File: config.mk
export PLATFORM = sky130hd
export DESIGN_NAME = fetch_sequencer
export DESIGN_NICKNAME = d
export VERILOG_FILES = /design/src/rtl/fetch_sequencer.sv
export SDC_FILE = /design/constraint.sdc
export NUM_CORES = 1
export LEC_CHECK = 0
export ABC_AREA = 1
export ABC_CLOCK_PERIOD_IN_PS = 2700
export CAP_MARGIN = 0
export CORE_UTILIZATION = 49
export CTS_CLUSTER_DIAMETER = 30
export DETAILED_ROUTE_END_ITERATION = 16
export GPL_ROUTABILITY_DRIVEN = 0
export PLACE_DENSITY = 0.85
export SKIP_CTS_REPAIR_TIMING = 1
export SLEW_MARGIN = 20
export SYNTH_ARGS = -nofsm -noshare
export SYNTH_HDL_FRONTEND = slang
export SYNTH_SLANG_ARGS = --single-unit
File: constraint.sdc
create_clock -name Clk -period 2.7 [get_ports Clk]
set_input_delay 0.54 -clock Clk [delete_from_list [all_inputs] [get_ports Clk]]
set_output_delay 0.54 -clock Clk [all_outputs]
set_load 0.05 [all_outputs]
File: src/rtl/fetch_sequencer.sv
// fetch_sequencer: owns the PC, fetches words into the IF/ID boundary, handles stall/redirect, halts on self-loop, faults out of range
module fetch_sequencer #(
    parameter logic [31:0] RESET_PC  = 32'h0000_0000,
    parameter int unsigned MEM_WORDS = 1024
) (
    input  logic        Clk,
    input  logic        Reset,
    output logic [31:0] InstrAddress,
    input  logic [31:0] Instruction,
    input  logic        Stall,
    input  logic        Redirect,
    input  logic [31:0] RedirectTarget,
    output logic [31:0] InstrOut,
    output logic [31:0] PCPlus4Out,
    output logic        ValidOut,
    output logic        Halted,
    output logic        Fault,
    output logic [31:0] FetchCount
);
    localparam logic [1:0] RUN   = 2'd0;
    localparam logic [1:0] HALT  = 2'd1;
    localparam logic [1:0] FAULT = 2'd2;

    logic [1:0]  state_q, state_d;
    logic [31:0] pc_q, pc_d, instr_q, instr_d, pc4_q, pc4_d, count_q, count_d;
    logic        valid_q, valid_d;
    logic [31:0] pc_plus4, word_idx, jump_target;
    logic        in_range, redirect_ok, fetch, self_loop;

    assign pc_plus4     = pc_q + 32'd4;
    assign word_idx     = {2'b00, pc_q[31:2]};
    assign in_range     = word_idx < MEM_WORDS;
    assign jump_target  = {pc_plus4[31:28], Instruction[25:0], 2'b00};
    assign redirect_ok  = Redirect && state_q != FAULT;
    assign fetch        = state_q == RUN && !Redirect && in_range && !Stall;
    assign self_loop    = fetch && Instruction[31:26] == 6'b000010 && jump_target == pc_q;

    assign InstrAddress = pc_q;
    assign InstrOut     = instr_q;
    assign PCPlus4Out   = pc4_q;
    assign ValidOut     = valid_q;
    assign Halted       = state_q == HALT;
    assign Fault        = state_q == FAULT;
    assign FetchCount   = count_q;

    // Next-state: redirect beats range check, range check beats stall, stall beats fetch
    always_comb begin
        state_d = redirect_ok ? RUN
                : (state_q == RUN && !in_range) ? FAULT
                : self_loop ? HALT
                : state_q;
        pc_d    = redirect_ok ? (RedirectTarget & ~32'h3)
                : (fetch && !self_loop) ? pc_plus4
                : pc_q;
        valid_d = redirect_ok ? 1'b0
                : fetch ? 1'b1
                : (state_q == RUN && in_range && Stall) ? valid_q
                : 1'b0;
        instr_d = fetch ? Instruction : instr_q;
        pc4_d   = fetch ? pc_plus4 : pc4_q;
        count_d = (fetch && count_q != 32'hFFFF_FFFF) ? count_q + 32'd1 : count_q;
    end

    // State registers with synchronous reset that overrides every state
    always_ff @(posedge Clk) begin
        if (Reset) begin
            state_q <= RUN;
            pc_q    <= RESET_PC;
            instr_q <= 32'h0;
            pc4_q   <= 32'h0;
            valid_q <= 1'b0;
            count_q <= 32'h0;
        end else begin
            state_q <= state_d;
            pc_q    <= pc_d;
            instr_q <= instr_d;
            pc4_q   <= pc4_d;
            valid_q <= valid_d;
            count_q <= count_d;
        end
    end
endmodule

==> impl_metrics.json <==
{
  "status": "finished, final reports clean",
  "critPathLaunchType": "flop",
  "path_clk_slew_ns": 0.06,
  "max_stage_delay_ns": 0.81,
  "crit_required_ns": 2.16,
  "power.total_mw": 5.25,
  "layout_setup_ws_ns": 0.328,
  "rr_endpoint": "InstrAddress[23]",
  "ys.flop_type": "dfxtp_1",
  "numCtsBuffers": 17,
  "ant_nets": 0,
  "synthAdderAreaFrac": 0.00357,
  "synth_top_family_by_area": "simple AND/OR/NAND/NOR gates",
  "cp_max_fo": 4,
  "critPathKind": "flop to output pin",
  "dpl_cell_area_um2": 9040,
  "endpoint": "Halted",
  "hpwl_um": 15800,
  "finalCriticalPeriod_ns": 2.37,
  "nets": 1350,
  "cp_cell_sequence": "inv_1, nor2_1, clkdlybuf4s50_1",
  "die-area_um2": 14800,
  "ys_warn_count": 0,
  "vias_per_cell": 5.35,
  "grtUsageTotal": 0.308,
  "syn_inst": 1106,
  "synthesis.area_um2": 7010,
  "critPathSlowestCell": "clkdlybuf4s50_1",
  "drtIter0Drc": 828,
  "hold_class": "flop to flop",
  "firstDrtPassIters": 6,
  "area_growth_pct": 37.6,
  "tightest_slew_ns": 0.583,
  "die_x_um": 122,
  "rows": 43,
  "grt_start_max_net_pins": 87,
  "synth_seq_cells": 127,
  "leakagePower_nw": 4.01,
  "cts_buffer_depth": 2,
  "hold_violations": 0,
  "drive_gt1_frac": 0.0650,
  "r2r_start": "InstrAddress[2]",
  "ys_seq_area_frac": 0.363,
  "core_um2": 13900,
  "path_buf_inv": 2,
  "skew_ns": 0.00644,
  "synthMuxAreaShare": 0,
  "wl_per_cell_um": 15.3,
  "stdcell_area_um2": 9640,
  "p_per_area_nw_per_um2": 545,
  "path_delay_family": "buffers and inverters",
  "finalCritPeriodShare": 0.878,
  "fmaxAchievable_ghz": 0.422,
  "drc": 0,
  "switching_share": 0.287,
  "peakVddDrop_uv": 510,
  "antenna_found_initial": 0,
  "boundaryPins": 199,
  "synthDistinctLibCells": 34,
  "cts.sinks": 127,
  "nFillCells": 1126,
  "synth_edf_count": 0,
  "wl_um": 22500,
  "io_buffers": 192,
  "num_antenna_cells": 0,
  "grt_pass1_wl_um": 35500,
  "clock_latency_ns": 0.43,
  "fp.dieH_um": 122,
  "async_flop_share": 0,
  "power_frac_seq": 0.384,
  "h-tree-depth": 4,
  "maxCapViolCount": 0,
  "cts-root-buf": "clkbuf_16",
  "cts_tree": "yes",
  "synth_compound_area_frac": 0.127,
  "arrival_ns": 1.83,
  "slew_headroom": 0.610,
  "power.share.clock": 0.451,
  "r2r_setup_slack_ns": 0.43,
  "syn_area_per_cell_um2": 6.34,
  "tns_ns": 0,
  "slew_viol_final": 0,
  "p_int_mw": 3.75,
  "setup_viol": 0,
  "synth_simple_gate_area_share": 0.363,
  "net-switching-power_mw": 1.51,
  "crit_start": "state_q[0]",
  "synth_xor_area_frac": 0.0537,
  "path_depth": 3,
  "start_util": 0.503,
  "vias": 7879,
  "first_global_vias": 7150,
  "r2r_cells": 13,
  "grt_setup_unrepaired": "false",
  "grt-ovfl-total": 0,
  "dp_slack_ns": 0.224,
  "end_kind": "output pin",
  "comb_power_share": 0.165
}
[area by class of cell]
class,count,area [um2],share of cell area
Multi-Input combinational cell,832,3860,0.401
Inverter,98,368,0.0381
Tap cell,180,225,0.0234
Timing Repair Buffer,204,2040,0.212
Clock buffer,22,464,0.0481
Sequential cell,127,2540,0.264
Clock inverter,10,136,0.0141
[worst reg2reg max path, stage by stage (launching register included)]
cell	delay, ns
dfxtp_1	0.50
ha_1	0.27
nand2_1	0.09
nor2_2	0.13
nand2_2	0.10
nor2_2	0.27
nand2_1	0.12
nand2_1	0.08
nor2_1	0.06
nand2_2	0.06
nand2_2	0.06
buf_12	0.19
a21oi_1	0.17
nor2_1	0.06
[logic make-up after synthesis]
family / count (synthesis)
buffers and inverters: 150
AO/OA/AOI/OAI: 168
flip-flops: 127
AND/OR/NAND/NOR: 615
adder cells (fa/ha/maj): 2
XOR/XNOR: 43
other: 1
[placed cells by master, fill, tap and decap left out, types with 10 or more instances in the layout]
cell	netlist	routed
a21oi_2	10	10
xnor2_1	11	11
inv_2	11	12
clkbuf_16	0	17
o21ai_0	59	59
nand2_1	346	346
nand3_1	60	60
nor3_1	19	19
dfxtp_1	127	127
nor2_1	160	160
inv_1	86	86
clkdlybuf4s50_1	0	191
xor2_1	32	32
a21oi_1	89	89
[worst min-delay path by stage]
stage	cells after the start	slack, ns	end	start
after floorplan	2	0.48	state_q[0]	state_q[0]
after CTS	2	0.44	PCPlus4Out[23]	PCPlus4Out[23]
after global placement	2	0.42	PCPlus4Out[30]	PCPlus4Out[30]
after global routing	2	0.45	PCPlus4Out[23]	PCPlus4Out[23]
after detailed placement	2	0.43	PCPlus4Out[31]	PCPlus4Out[31]
final	2	0.44	PCPlus4Out[22]	PCPlus4Out[22]
[metal layers]
metal	share of wire	global-route usage	up-vias
li1	-	-	3845
met1	0.41	0.396	3541
met2	0.45	0.472	423
met3	0.10	0.0833	70
met4	0.038	0.160	0
met5	0	0	-
[power groups by stage]
stage               Combinational, mW  Clock [mW]  Sequential, mW
CTS                             0.860        2.37            2.02
global route                    0.938        2.46            2.02
global placement                0.843           0            2.05
detailed placement              0.853           0            2.06
floorplan                       0.390           0            2.20
finish                          0.865        2.37            2.02
[cells in the mapped netlist (9+ instances only)]
cell type    n  area [um2]
dfxtp_1    127        2540
clkbuf_1    26        97.6
inv_2       11        41.3
nor2_1     160         601
buf_2       11        55.1
a21oi_1     89         445
nand4_1      9        56.3
a21oi_2     10        87.6
xnor2_1     11        96.3
nand3_1     60         300
xor2_1      32         280
inv_1       86         323
o21ai_0     59         295
nand2_1    346        1300
nor3_1      19        95.1
[state kept, by name (all words and copies together) (netlist names)]
signal / count
ValidOut: 1
PCPlus4Out: 30
FetchCount: 32
InstrAddress: 30
state_q: 2
InstrOut: 32
[metrics by stage]
stage	hold WS, ns	util	cells
5_1_grt	0.450	0.692	1473
3_3_place_gp	0.425	0.649	1441
3_5_place_dp	0.428	0.649	1441
4_1_cts	0.442	0.692	1473
2_1_floorplan	0.475	-	1109
6_report	0.442	0.692	1473
(Power assumes the default switching activity.)
